==> src/rtl/tournament_predictor.sv <==
// Tournament branch predictor: gshare and local-history tables arbitrated by a
// chooser, with a speculative global history register restored on mispredict.
module tournament_predictor #(
  parameter int INDEX_BITS = 6,
  parameter int BHT_BITS   = 6,
  parameter int GHR_BITS   = 6,
  parameter int LHR_BITS   = 4,
  parameter int CNT_BITS   = 2
) (
  input  logic                clk,
  input  logic                reset,
  input  logic                en,
  input  logic [31:0]         cur_pc,
  input  logic                cur_is_branch,
  input  logic [31:0]         cur_target,
  output logic                pred_taken,
  output logic [31:0]         pred_pc,
  output logic                pred_gpred,
  output logic                pred_lpred,
  output logic                pred_use_global,
  output logic [GHR_BITS-1:0] pred_ghr,
  output logic [LHR_BITS-1:0] pred_lhist,
  input  logic                upd_valid,
  input  logic [31:0]         upd_pc,
  input  logic                upd_taken,
  input  logic                upd_mispredict,
  input  logic                upd_gpred,
  input  logic                upd_lpred,
  input  logic [GHR_BITS-1:0] upd_ghr,
  input  logic [LHR_BITS-1:0] upd_lhist
);

  localparam int N_ENT = 1 << INDEX_BITS;
  localparam int N_BHT = 1 << BHT_BITS;
  localparam int PC_HI = ((INDEX_BITS > BHT_BITS) ? INDEX_BITS : BHT_BITS) + 2;
  localparam logic [CNT_BITS-1:0] CNT_W    = {1'b0, {(CNT_BITS-1){1'b1}}};
  localparam logic [CNT_BITS-1:0] CNT_MAX  = {CNT_BITS{1'b1}};
  localparam logic [CNT_BITS-1:0] CNT_ZERO = {CNT_BITS{1'b0}};
  localparam logic [CNT_BITS-1:0] CNT_ONE  = {{(CNT_BITS-1){1'b0}}, 1'b1};

  function automatic logic [CNT_BITS-1:0] cnt_step(input logic [CNT_BITS-1:0] cnt,
                                                   input logic up);
    logic [CNT_BITS-1:0] nxt;
    if (up) begin
      nxt = (cnt == CNT_MAX) ? cnt : cnt + CNT_ONE;
    end else begin
      nxt = (cnt == CNT_ZERO) ? cnt : cnt - CNT_ONE;
    end
    return nxt;
  endfunction

  logic [CNT_BITS-1:0]   gsh_r [N_ENT];
  logic [CNT_BITS-1:0]   loc_r [N_ENT];
  logic [CNT_BITS-1:0]   sel_r [N_ENT];
  logic [LHR_BITS-1:0]   bht_r [N_BHT];
  logic [GHR_BITS-1:0]   ghr_r;

  logic [INDEX_BITS-1:0] cur_idx_s;
  logic [INDEX_BITS-1:0] cur_gidx_s;
  logic [INDEX_BITS-1:0] cur_lidx_s;
  logic [BHT_BITS-1:0]   cur_bidx_s;
  logic [INDEX_BITS-1:0] upd_idx_s;
  logic [INDEX_BITS-1:0] upd_gidx_s;
  logic [INDEX_BITS-1:0] upd_lidx_s;
  logic [BHT_BITS-1:0]   upd_bidx_s;
  logic                  upd_pc_unused_s;

  assign cur_idx_s  = cur_pc[INDEX_BITS+1:2];
  assign cur_bidx_s = cur_pc[BHT_BITS+1:2];
  assign cur_gidx_s = cur_idx_s ^ INDEX_BITS'(ghr_r);
  assign cur_lidx_s = cur_idx_s ^ INDEX_BITS'(pred_lhist);

  assign upd_idx_s  = upd_pc[INDEX_BITS+1:2];
  assign upd_bidx_s = upd_pc[BHT_BITS+1:2];
  assign upd_gidx_s = upd_idx_s ^ INDEX_BITS'(upd_ghr);
  assign upd_lidx_s = upd_idx_s ^ INDEX_BITS'(upd_lhist);
  assign upd_pc_unused_s = ^{upd_pc[31:PC_HI], upd_pc[1:0]};

  // Prediction reads pre-edge table state with no added latency.
  assign pred_lhist      = bht_r[cur_bidx_s];
  assign pred_ghr        = ghr_r;
  assign pred_gpred      = gsh_r[cur_gidx_s][CNT_BITS-1];
  assign pred_lpred      = loc_r[cur_lidx_s][CNT_BITS-1];
  assign pred_use_global = sel_r[cur_idx_s][CNT_BITS-1];
  assign pred_taken      = cur_is_branch & (pred_use_global ? pred_gpred : pred_lpred);
  assign pred_pc         = pred_taken ? cur_target : cur_pc + 32'd4;

  // Table training from resolved branches; BHT rebuilt from the returned snapshot.
  always_ff @(posedge clk) begin
    if (reset) begin
      for (int i = 0; i < N_ENT; i++) begin
        gsh_r[i] <= CNT_W;
        loc_r[i] <= CNT_W;
        sel_r[i] <= CNT_W;
      end
      for (int i = 0; i < N_BHT; i++) begin
        bht_r[i] <= {LHR_BITS{1'b0}};
      end
    end else if (en && upd_valid) begin
      gsh_r[upd_gidx_s] <= cnt_step(gsh_r[upd_gidx_s], upd_taken);
      loc_r[upd_lidx_s] <= cnt_step(loc_r[upd_lidx_s], upd_taken);
      if (upd_gpred != upd_lpred) begin
        sel_r[upd_idx_s] <= cnt_step(sel_r[upd_idx_s], upd_gpred == upd_taken);
      end
      bht_r[upd_bidx_s] <= {upd_lhist[LHR_BITS-2:0], upd_taken};
    end
  end

  // Speculative global history; a mispredict recovery discards any wrong-path shift.
  always_ff @(posedge clk) begin
    if (reset) begin
      ghr_r <= {GHR_BITS{1'b0}};
    end else if (en) begin
      if (upd_valid && upd_mispredict) begin
        ghr_r <= {upd_ghr[GHR_BITS-2:0], upd_taken};
      end else if (cur_is_branch) begin
        ghr_r <= {ghr_r[GHR_BITS-2:0], pred_taken};
      end
    end
  end

endmodule

==> config.mk <==
export PLATFORM = sky130hd
export DESIGN_NAME = tournament_predictor
export DESIGN_NICKNAME = d
export VERILOG_FILES = /design/src/rtl/tournament_predictor.sv
export SDC_FILE = /design/constraint.sdc
export NUM_CORES = 1
export LEC_CHECK = 0
export ABC_AREA = 1
export CORE_ASPECT_RATIO = 1.1
export CORE_MARGIN = 2
export CORE_UTILIZATION = 40
export DETAILED_ROUTE_END_ITERATION = 6
export PLACE_DENSITY_LB_ADDON = 0.05
export SYNTH_ARGS = -nofsm -noshare
export SYNTH_HDL_FRONTEND = slang
export SYNTH_SLANG_ARGS = --single-unit
==> constraint.sdc <==
create_clock -name clk -period 5.4 [get_ports clk]
set_input_delay 1.08 -clock clk [delete_from_list [all_inputs] [get_ports clk]]
set_output_delay 1.08 -clock clk [all_outputs]
set_load 0.01 [all_outputs]
==> results by group <==
Status
  – Outcome: finished clean

STA
  – Final setup violation count: 0
  – Final slew viol count: 0
  – Setup TNS: 0 ns
  – Worst slew pin tran: just over 1 ns
  – Max Clock Skew: 0.0238 ns
  – Max Freq: 0.189 GHz
  – Relative slew slack: 32.1%
  – Fin. Hold Viols: 0
  – Final period util: 98.1%
  – Final min period: 5.30 ns

GRT
  – Initial antenna violation count: 1
  – Global route total overflow: 0
  – Vias in the first global route: about 28000
  – Largest net degree at the start of global routing: 65
  – Gr usage total: 26.4%
  – First-pass GRT wire length: 177 mm

Worst setup path
  – Critical Setup Path Class: input port to output port
  – Most used cell, CP: nand3_1
  – WP data required: 4.32 ns
  – CP arrival: 4.22 ns
  – Reg2reg setup slack: 2.29 ns
  – Type of origin of the critical path: input port
  – Reg2reg end: pred_ghr[0]
  – Max incr delay on CP: 0.15 ns
  – Reg2reg path depth: 29
  – CP endpoint kind: output port
  – Critical R2R Launch: bht_r[45][0]
  – Maximum fanout along the worst path: 10
  – Crit-path slowest cell: buf_6

Finish
  – Share of layout cells above drive strength 1: roughly an eighth
  – Finished Layout Cells: ~5500
  – Commonest non-fill, non-tap cell in the layout: nor2_1
  – Commonest non-fill, non-tap cells in the layout: 947 x nor2_1, 873 x nand2_1, 640 x edfxtp_1
  – Design Area, Final: about 41000 um2
  – Inserted Diodes: 0
  – # fillers: 8356
  – Area Growth Syn to Fin: 18.4%
  – Nets: between 4000 and 5000

Detailed routing
  – Wire per inst: 21.9 um
  – Wire length on met3: 7.70 mm
  – WL met2: 58.3 mm
  – # DRC: 0
  – Via count: between 20000 and 30000
  – DRT antenna net count: 0
  – Top Layer Used: met5
  – WL met1: 50.3 mm
  – DRT Pass-1 Iters: 6
  – WL final: 120 mm
  – Vias per cell: 5.28
  – Number of DRC markers in iteration 0: roughly 2600

Floorplanning
  – Die Ht: 313 um
  – Row Count: between 100 and 150
  – Io pins: 161
  – Starting Density: 40.3%
  – Core ar.: 86200 um2
  – Die X: 285 um
  – Die area: ~90000 um2

Place
  – Placed Area: 38300 um2
  – Global placer's final weighted congestion: 0.878
  – Post-DP HPWL: about 80 mm
  – Port Buffers: 134
  – Placed Cells: about 5300

Synth
  – Post-synthesis adder-cell area fraction: 0.0360%
  – Post-Synthesis Cell Area: 34800 um2
  – Syn_area_per_cell: about 8.6 um2
  – Post-Synthesis Net Count: 4156
  – Mux share of post-synthesis cell area: 0.115%
  – Post-synthesis xor/xnor area fraction: 1.10%
  – Warnings from Yosys: 0
  – Dominant synthesized flop cell: edfxtp_1
  – Simple-gate portion of the synthesized area: 24.7%
  – Largest family of logic cells by synthesized area: simple AND/OR/NAND/NOR gates
  – Yosys top cell area share: 55.3%
  – Yosys top cell by area: edfxtp_1
  – Synthesized netlist cell count: approximately 4000
  – Compound-Gate Fraction of Synth Area: 8.97%
  – Async SR Flop Fraction: 0%
  – Sequential fraction of the synthesis area: 55.6%
  – Flops & latches, synth: 646
  – Top post-synthesis cells by area: edfxtp_1 55%, nor2_1 10%, nand2_1 9.6%
  – Post-synth EDFFs: 640
  – Yosys cell types: 65

Clock network
  – Clock insertion delay at the later pin of the skew report: 0.64 ns
  – Hold_buf cts: 0
  – Clock root buffer: clkbuf_16
  – Longest Clk Path Bufs: 3
  – Clk sinks: 646
  – H-Tree Depth: 3
  – Worst-path clk slew: about 0.06 ns
  – CTS tree: yes
  – Cts bufs inserted: 75

Pwr
  – Power Dens Cells: between 300 and 400 nW/um2
  – Switching Share: 28.8%
  – Comb power frac: between 10% and 20%
  – Pint: just over 9000 uW
  – Clk pwr share: between 30 and 40%
  – P_leak: 0.0152 uW
  – VDD IR max: about 240 uV
  – Sequential share of power: between 40% and 50%
  – P_sw: 3730 uW

Min path
  – Hold Path Depth: 2
  – Worst min path class: register to register
  – Hold Path End: pred_ghr[5]
  – Hold path start: pred_ghr[4]

Flow run
  – # Max-Cap Violations: 0
==> cell families after synthesis <==
kind of cell	after synthesis
adders and majority gates	1
and+or+nand+nor	2122
xor gates and xnor gates	38
DFF	646
buffers and inverters	745
AOI/OAI and AO/OA	484
muxes	4
==> metrics by stage <==
| step | setup slack, ns | hold WS [ns] | power, uW | utilization, % |
|---|---|---|---|---|
| 3_3_place_gp | -0.595 | 0.564 | 8040 | 44.4 |
| 5_1_grt | -0.0942 | 0.617 | 13400 | 47.7 |
| 6_report | 0.104 | 0.569 | 12900 | 47.7 |
| 2_1_floorplan | 0.992 | 0.526 | 7080 | - |
| 3_5_place_dp | -0.594 | 0.554 | 8040 | 44.4 |
| 4_1_cts | -0.176 | 0.562 | 12900 | 47.4 |
==> registers in the layout (all words and copies together), names as in the netlist <==
| signal | flops |
|---|---|
| gsh_r | 128 |
| pred_ghr | 6 |
| bht_r | 256 |
| loc_r | 128 |
| sel_r | 128 |
==> worst max-delay path, delay by kind of cell <==
family | cells | cell delay (ns)
AO/OA/AOI/OAI | 1 | 0.10
buffers and inverters | 11 | 1.38
AND/OR/NAND/NOR | 17 | 1.64
==> synthesized netlist by cell type, types with 5 or more instances <==
cell,instances
a21oi_1,45
a221oi_1,29
a22o_1,15
a22oi_1,59
a31oi_1,9
buf_1,7
buf_2,48
buf_4,26
buf_6,41
clkbuf_1,91
clkinv_1,7
dfxtp_1,6
edfxtp_1,640
inv_1,490
inv_2,29
nand2_1,885
nand2_2,14
nand3_1,178
nand3_2,5
nand4_1,29
nor2_1,950
nor2_2,7
nor3_1,18
nor3_2,7
nor4_1,5
o2111ai_1,8
o211ai_1,38
o21ai_0,162
o21ai_1,22
o21ai_2,15
o221ai_1,19
o22ai_1,48
xnor2_1,13
xor2_1,20
==> metal layers <==
layer | GRT usage [%] | up-vias
li1 | - | 13758
met1 | 35.1 | 14041
met2 | 44.8 | 997
met3 | 3.57 | 203
met4 | 8.20 | 2
met5 | 0 | -
==> worst max-delay path by stage <==
stage,startpoint,to,cells past startpoint
2_1_floorplan,cur_pc[3],pred_pc[10],22
3_3_place_gp,cur_pc[5],pred_pc[14],26
3_5_place_dp,cur_pc[5],pred_pc[14],25
4_1_cts,cur_pc[2],pred_pc[28],26
5_1_grt,cur_pc[2],pred_pc[8],31
6_report,cur_pc[3],pred_pc[10],29
==> cell type report <==
type                       count  area [um2]  area share (%)
clock inverter                40         320           0.779
timing repair buffer         378        3610            8.77
multi-input combinational   2651       12400            30.2
tap                         1150        1440            3.50
clock buffer                  95        1970            4.79
sequential                   646       19300            47.0
inverter                     529        2030            4.92
==> power by group through the flow <==
stage                     Sequential [uW]  Clock (uW)  Combinational [uW]
after detailed placement             5840           0                2200
after CTS                            5730        4970                2230
after global routing                 5750        5170                2450
final                                5730        4910                2280
after global placement               5830           0                2200
after floorplan                      5800           0                1270
==> what timing repair did <==
action                                  CTS  global route
gates resized for setup                  68           113
endpoints found under the setup margin   34            34
pin swaps                                 7             9
buffers inserted                          8             2
gates cloned                              4             6
No activity file was read; power rests on OpenSTA's default activity.
